[src/rtl/seq_chunk_adder.sv]
// seq_chunk_adder: multi-cycle ripple adder/subtractor.
// Processes CHUNK bits of a WIDTH-bit add or subtract per clock. The carry
// between chunks is held in a register, so the longest combinational carry
// path is only CHUNK bits long.
//
// Handshake (start/busy/done):
//   - start is sampled only while the FSM is idle (busy=0). The same edge
//     latches a, b, sub and cin. Any later change to those inputs has no effect.
//   - busy is high from the cycle after acceptance through the done cycle.
//     start seen while busy=1 is dropped, not queued.
//   - done is a one-cycle pulse. sum/cout/ovf are valid in that cycle and hold
//     in idle until the next accepted start. cout/ovf clear at acceptance.
//     sum is rewritten chunk by chunk during the run.
module seq_chunk_adder #(
    parameter int WIDTH = 16,
    parameter int CHUNK = 4
) (
    input  logic             clk,
    input  logic             rst,
    input  logic             start,
    input  logic             sub,
    input  logic [WIDTH-1:0] a,
    input  logic [WIDTH-1:0] b,
    input  logic             cin,
    output logic             busy,
    output logic             done,
    output logic [WIDTH-1:0] sum,
    output logic             cout,
    output logic             ovf,
    output logic [1:0]       state_dbg
);

    localparam int NCHUNK = WIDTH / CHUNK;
    localparam int IDXW   = (NCHUNK > 1) ? $clog2(NCHUNK) : 1;
    localparam logic [IDXW-1:0] LAST_IDX = IDXW'(NCHUNK - 1);

    localparam logic [1:0] ST_IDLE = 2'd0;
    localparam logic [1:0] ST_RUN  = 2'd1;
    localparam logic [1:0] ST_DONE = 2'd2;

    logic [1:0]       state;
    logic [WIDTH-1:0] op_a;
    logic [WIDTH-1:0] op_b;
    logic             c;
    logic             sub_q;
    logic [IDXW-1:0]  idx;
    logic [WIDTH-1:0] sum_q;
    logic             cout_q;
    logic             ovf_q;

    logic [CHUNK-1:0] a_chunk;
    logic [CHUNK-1:0] b_chunk;
    logic [CHUNK:0]   chunk_sum;
    logic             carry_msb;

    // Add the current chunk. The carry into the chunk MSB (bit WIDTH-1 on the
    // last chunk) is recovered as a ^ b ^ s at that bit.
    always_comb begin
        a_chunk   = op_a[int'(idx)*CHUNK +: CHUNK];
        b_chunk   = op_b[int'(idx)*CHUNK +: CHUNK];
        chunk_sum = {1'b0, a_chunk} + {1'b0, b_chunk} + {{CHUNK{1'b0}}, c};
        carry_msb = a_chunk[CHUNK-1] ^ b_chunk[CHUNK-1] ^ chunk_sum[CHUNK-1];
    end

    // Control FSM plus the operand, carry and result registers.
    always_ff @(posedge clk) begin
        if (rst) begin
            state  <= ST_IDLE;
            op_a   <= '0;
            op_b   <= '0;
            c      <= 1'b0;
            sub_q  <= 1'b0;
            idx    <= '0;
            sum_q  <= '0;
            cout_q <= 1'b0;
            ovf_q  <= 1'b0;
        end else begin
            case (state)
                ST_IDLE: begin
                    if (start) begin
                        // Subtraction is a + ~b + ~borrow_in.
                        op_a   <= a;
                        op_b   <= sub ? ~b : b;
                        c      <= cin ^ sub;
                        sub_q  <= sub;
                        idx    <= '0;
                        cout_q <= 1'b0;
                        ovf_q  <= 1'b0;
                        state  <= ST_RUN;
                    end
                end
                ST_RUN: begin
                    sum_q[int'(idx)*CHUNK +: CHUNK] <= chunk_sum[CHUNK-1:0];
                    c <= chunk_sum[CHUNK];
                    if (idx == LAST_IDX) begin
                        // Borrow is the inverted raw carry. Overflow compares
                        // the carries into and out of the sign bit.
                        cout_q <= chunk_sum[CHUNK] ^ sub_q;
                        ovf_q  <= carry_msb ^ chunk_sum[CHUNK];
                        state  <= ST_DONE;
                    end else begin
                        idx <= idx + IDXW'(1);
                    end
                end
                ST_DONE: begin
                    state <= ST_IDLE;
                end
                default: begin
                    state <= ST_IDLE;
                end
            endcase
        end
    end

    // Drive the outputs from the state and result registers.
    always_comb begin
        busy      = (state == ST_RUN) || (state == ST_DONE);
        done      = (state == ST_DONE);
        sum       = sum_q;
        cout      = cout_q;
        ovf       = ovf_q;
        state_dbg = state;
    end

endmodule

[config.mk]
export PLATFORM = sky130hd
export DESIGN_NAME = seq_chunk_adder
export DESIGN_NICKNAME = d
export VERILOG_FILES = /design/src/rtl/seq_chunk_adder.sv
export SDC_FILE = /design/constraint.sdc
export NUM_CORES = 1
export LEC_CHECK = 0
export CAP_MARGIN = 20
export CORE_MARGIN = 1
export CORE_UTILIZATION = 52
export DETAILED_ROUTE_END_ITERATION = 10
export GPL_TIMING_DRIVEN = 0
export PLACE_DENSITY = 0.86
export SETUP_SLACK_MARGIN = 0.05
export SYNTH_ARGS = -nofsm -noshare
export SYNTH_HDL_FRONTEND = slang
export SYNTH_SLANG_ARGS = --single-unit
[constraint.sdc]
create_clock -name clk -period 4.5 [get_ports clk]
set_input_delay 0.45 -clock clk [delete_from_list [all_inputs] [get_ports clk]]
set_output_delay 0.45 -clock clk [all_outputs]
set_load 0.02 [all_outputs]
==> After elaboration in Yosys (flattened, before gate mapping) <==
Cells that the tools add are included.
{ "classes": {"magnitude_cmp": 0, "add_sub_neg": 4, "shifts": 4, "div": 0, "muxes": 15, "n_eq_ne": 6, "bitwise_logic": 6, "reduce_logical": 8, "multipliers": 0} }
{ "ops": {"columns": ["op", "n"], "rows": [
  ["$neg A4 Y33", 1],
  ["$shift A4 B33 Y16 const A", 1],
  ["$shiftx A4 B33 Y16", 1],
  ["$shiftx A16 B5 Y4", 2],
  ["$bwmux W16", 1],
  ["$mux W16", 1],
  ["$not A16 Y16", 1],
  ["$mux W2", 4],
  ["$pmux W2 S2", 2],
  ["$ne A2 B2 Y1 const B", 3],
  ["$pmux W1 S2", 3],
  ["$reduce_and A2 Y1", 3],
  ["$reduce_and A3 Y1", 2],
  ["$add A4 B4 Y5", 1],
  ["$add A5 B1 Y5", 1],
  ["$xor A1 B1 Y1", 5],
  ["$eq A2 B2 Y1 const B", 2],
  ["$mux W1", 4],
  ["$add A2 B1 Y2 const B", 1],
  ["$eq A2 B1 Y1 const B", 1],
  ["$logic_not A2 Y1", 1],
  ["$reduce_bool A2 Y1", 1],
  ["$logic_or A1 B1 Y1", 1]
]} }
{ "word_totals": {"ram_bits": 0, "memories": 0, "output_inout_bits": 22, "romBits": 0, "reg_bits": 56, "latch_bits": 0} }

==> Depth between registers and ports, before layout <==
{ "depth": {"word_depth": 7, "depth_mapped": 8, "mapped_depth_nobuf": 7} }

==> Worst setup path after synthesis <==
OpenSTA, ideal clock, no wires.
{ "synth_timing": {"kind": "register to register", "startpoint": "register idx[0]", "endpoint": "register cout_q, in the netlist cout", "t_arrival_ps": 2632, "period_less_slack_ps": 2749, "path_buffers": 1, "path_slack_ps": 1751, "required_time_ps": 4382, "stages_incl_launch_ff": 9, "cell_sequence": "dfxtp_1 buf_6 mux4_1 fa_1 fa_1 a21o_1 a21oi_2 xor2_1 o2bb2ai_1"} }
{ "synth_via": {"elab_chain_len": 6, "word_cells_on_any_way": 10} }
{ "synth_lines": {"columns": ["element", "line_no", "rtl"], "rows": [
  ["from (decl)", "46", "logic [IDXW-1:0] idx;"],
  ["from (signal assigned)", "102", "idx <= idx + IDXW'(1);"],
  ["$shiftx A16 B5 Y4, on equally long branches", "59, 60", null],
  ["$add A4 B4 Y5", "61", "chunk_sum = {1'b0, a_chunk} + {1'b0, b_chunk} + {{CHUNK{1'b0}}, c};"],
  ["$add A5 B1 Y5", "61", null],
  ["$xor A1 B1 Y1", "98", "cout_q <= chunk_sum[CHUNK] ^ sub_q;"],
  ["$mux W1", "95", "if (idx == LAST_IDX) begin"],
  ["$pmux W1 S2", "78", "case (state)"],
  ["to (signal assigned)", "98", null],
  ["to (decl)", "48", "logic cout_q;"]
]} }
Several ways; a longest one is shown, not always the timed one. The select of a mux whose other input is x is not followed.
A chain may end at the register's enable or synchronous reset.

==> Worst setup path in the final report <==
Same ends and word-level chain as after synthesis.

==> impl_metrics.json <==
{
  "grt_pass1_wl_mm": 10.66,
  "clock_tree.root_cell": "sky130_fd_sc_hd__clkbuf_8",
  "timing_hold_violations_final": 0,
  "timing.final.crit_share_pct": 69.71,
  "drt_pre_antenna_iters": 4,
  "timing.critical_path.from_type": "flop",
  "critical_path_required_ps": 4710,
  "grt_most_used_layer": "met2",
  "synth_top_area_cell": "sky130_fd_sc_hd__dfxtp_1",
  "outcome": "complete, no violations",
  "final-setup-viol-count": 0,
  "power-per-cell-area_nw_per_um2": 324.1,
  "tritoncts": "yes",
  "drt_drc_violations_left": 0,
  "path_common_cell": "sky130_fd_sc_hd__fa_1",
  "design.die.area_um2": 5638,
  "final_antenna_net_count": 0,
  "holdBufCountCts": 0,
  "syn2layout_area_growth_pct": 26.94,
  "max-cap-violations": 0,
  "setup.worst_path.end_class": "flop",
  "netlist_instances": 285,
  "post-route-min-period_ps": 3137,
  "clock_tree.htree_level_count": 2,
  "pin_count_of_the_biggest_net_entering_global_routing": 16,
  "clk_transition_reported_paths_ps": 100,
  "worst_path_slowest_cell": "sky130_fd_sc_hd__mux4_1",
  "final_cell_area_um2": 3526,
  "cts_made_buffers": 5,
  "gp_congestion": 0.7855,
  "cts_resized": 0,
  "synth-main-ff-cell": "sky130_fd_sc_hd__dfxtp_1",
  "worstPathArrival_ps": 3340,
  "dp.final_hpwl_mm": 4.739,
  "synth.ff_latch_count": 56,
  "final-instance-count-excl-fill": 420,
  "path_class": "flop to flop",
  "overall_die_height_um": 75.09,
  "gr-usage-met3_pct": 5.622,
  "globalRouteMet2Util_pct": 47.45,
  "avgSynthCellArea_um2": 9.746,
  "std_cell_rows": 26,
  "postCtsSetupBuffers": 0,
  "via_count_of_the_first_global_routing_pass": 2420,
  "cell_by_cell_trace_of_the_critical_path": "buf_6 -> mux4_1 -> fa_1 -> fa_1 -> a21o_1 -> a21oi_2 -> xor2_1 -> o2bb2ai_1",
  "synth_fp_nets": 337,
  "number_of_antenna_violations_at_the_first_check_in_global_routing": 0,
  "tns_ps": 0,
  "antennaDiodeCount": 0,
  "yosys.cell_types.count": 35,
  "holdCritPathClass": "flop to flop",
  "initial_utilization_pct": 54.04,
  "final-max-slew-violation-count": 0,
  "global_route.usage.total_pct": 25.50,
  "clock.fmax_mhz": 318.8,
  "max-slew-margin-rel_pct": 63.51,
  "boundaryPins": 59,
  "synth_async_sr_flop_share_pct": 0,
  "yosysWarnings": 0,
  "cts_sinks": 56,
  "routed_wirelength_normalized_by_instance_count_um": 15.31,
  "gr-usage-met1_pct": 27.64,
  "synth-edff-count": 0,
  "grt.overflow.total": 0,
  "sequential_area_share_after_synthesis_pct": 40.36,
  "synth.top_cells.by_area": "sky130_fd_sc_hd__dfxtp_1, sky130_fd_sc_hd__mux4_1, sky130_fd_sc_hd__ha_1, sky130_fd_sc_hd__nand2_1, sky130_fd_sc_hd__xnor2_1",
  "critical-path-max-stage-delay_ps": 630,
  "fill_cell_count": 437,
  "place.port_buffers": 57,
  "worst-path-max-fanout": 10,
  "post_drt_via_cell_ratio": 5.593,
  "postPlaceCellArea_um2": 3436,
  "power.leakage_nw": 1.333,
  "ir_drop_worst_vdd_uv": 188.8,
  "clk-insertion-delay-late_ps": 310,
  "place_inst": 412,
  "drt_first_iter_violations": 169,
  "ctsLongestPathBuffers": 2,
  "postRouteWirelength_mm": 6.432,
  "fin_skew_ps": 10.02,
  "rsz_0062_raised_after_global_routing": "false",
  "fp.dieW_um": 75.09,
  "worst-slew-pin-transition_ps": 547.4,
  "synth.cell_area_um2": 2778,
  "core_um2": 5140,
  "finish.net_count": 401,
  "vias": 2349,
  "synth_commonest_cells": "sky130_fd_sc_hd__dfxtp_1, sky130_fd_sc_hd__nand2_1, sky130_fd_sc_hd__nor2_1",
  "final_layout_size_suffix_gt1_share_pct": 10.29,
  "post-synth-top-count-cell": "sky130_fd_sc_hd__dfxtp_1",
  "netlist.area_leader.share_pct": 40.36
}
-- state kept, by name, indices dropped and copies added, names as in the netlist --
register,flops
sum,16
cout,1
ovf,1
op_a,16
c,1
state_dbg,2
sub_q,1
op_b,16
idx,2
-- layout by cell type (no fill, tap or decap), types with 2 or more instances in the layout --
cell,n
sky130_fd_sc_hd__a211oi_1,6
sky130_fd_sc_hd__a211oi_2,10
sky130_fd_sc_hd__a21o_1,2
sky130_fd_sc_hd__a21oi_1,23
sky130_fd_sc_hd__a21oi_2,2
sky130_fd_sc_hd__a22oi_1,13
sky130_fd_sc_hd__and4_2,2
sky130_fd_sc_hd__buf_2,9
sky130_fd_sc_hd__buf_6,4
sky130_fd_sc_hd__clkbuf_1,5
sky130_fd_sc_hd__clkbuf_8,6
sky130_fd_sc_hd__clkdlybuf4s50_1,57
sky130_fd_sc_hd__dfxtp_1,56
sky130_fd_sc_hd__fa_1,2
sky130_fd_sc_hd__ha_1,13
sky130_fd_sc_hd__inv_1,6
sky130_fd_sc_hd__mux4_1,8
sky130_fd_sc_hd__nand2_1,42
sky130_fd_sc_hd__nand2b_1,5
sky130_fd_sc_hd__nand3b_1,5
sky130_fd_sc_hd__nor2_1,32
sky130_fd_sc_hd__nor3_1,3
sky130_fd_sc_hd__o21ai_0,5
sky130_fd_sc_hd__o2bb2ai_1,2
sky130_fd_sc_hd__xnor2_1,18
sky130_fd_sc_hd__xor2_1,3
-- worst paths after layout --
check	startpoint	endpoint	slack, ps	cells after the start
worst max register to register	idx[0]$_SDFFE_PP0P_	cout$_SDFFE_PP0P_	1360	8
worst min-delay path	op_a[12]$_SDFFE_PP0P_	op_a[12]$_SDFFE_PP0P_	460	2
worst min register to register	op_a[12]$_SDFFE_PP0P_	op_a[12]$_SDFFE_PP0P_	460	2
worst max-delay path	idx[0]$_SDFFE_PP0P_	cout$_SDFFE_PP0P_	1360	8
-- critical path, delay by kind of cell (launching register included) --
family / cells / cell delay [ps]
fa+ha+maj: 2 / 880
mux: 1 / 630
flops: 1 / 540
compound gates: 3 / 520
xor+xnor: 1 / 240
buf+inv: 1 / 220
-- final cells by class --
| type | count | area, µm² | share of cell area (%) |
|---|---|---|---|
| Buffer | 18 | 112.6 | 3.194 |
| Clock buffer | 8 | 90.09 | 2.555 |
| Inverter | 6 | 22.52 | 0.6388 |
| Multi-Input combinational cell | 205 | 1521 | 43.15 |
| Sequential cell | 56 | 1121 | 31.80 |
| Tap cell | 70 | 87.58 | 2.484 |
| Timing Repair Buffer | 57 | 570.5 | 16.18 |
-- report_power, final --
group | internal (mW) | switching [mW] | total, mW | leakage, nW
combinational | 0.140 | 0.166 | 0.306 | 0.829
sequential | 0.533 | 0.0229 | 0.556 | 0.458
clock | 0.126 | 0.155 | 0.281 | 0.0455
total | 0.798 | 0.344 | 1.14 | 1.33
-- per-layer routing --
layer,vias to the layer above,wire length (µm)
met4,0,101
met3,11,327
met5,-,0
met2,87,3427
li1,1119,-
met1,1132,2576
-- cells by family after synthesis --
| group | synth area share (%) |
|---|---|
| muxes | 7.928 |
| buffers and inverters | 4.865 |
| and+or+nand+nor | 16.17 |
| DFF | 40.36 |
| adders and majority gates | 7.297 |
| AOI/OAI and AO/OA | 16.76 |
| xor gates and xnor gates | 6.622 |
-- stage by stage --
step / hold WS, ps / util (%) / power [mW] / worst slack (ps)
finish: 458.6 / 68.60 / 1.143 / 1363
global route: 481.2 / 68.60 / 1.203 / 1228
floorplan: 431.5 / - / 0.7637 / 1751
CTS: 459.3 / 68.60 / 1.147 / 1359
global placement: 438.0 / 66.85 / 0.8587 / 1509
detailed placement: 446.7 / 66.85 / 0.8711 / 1453
Power figures use the tool's default switching activity.
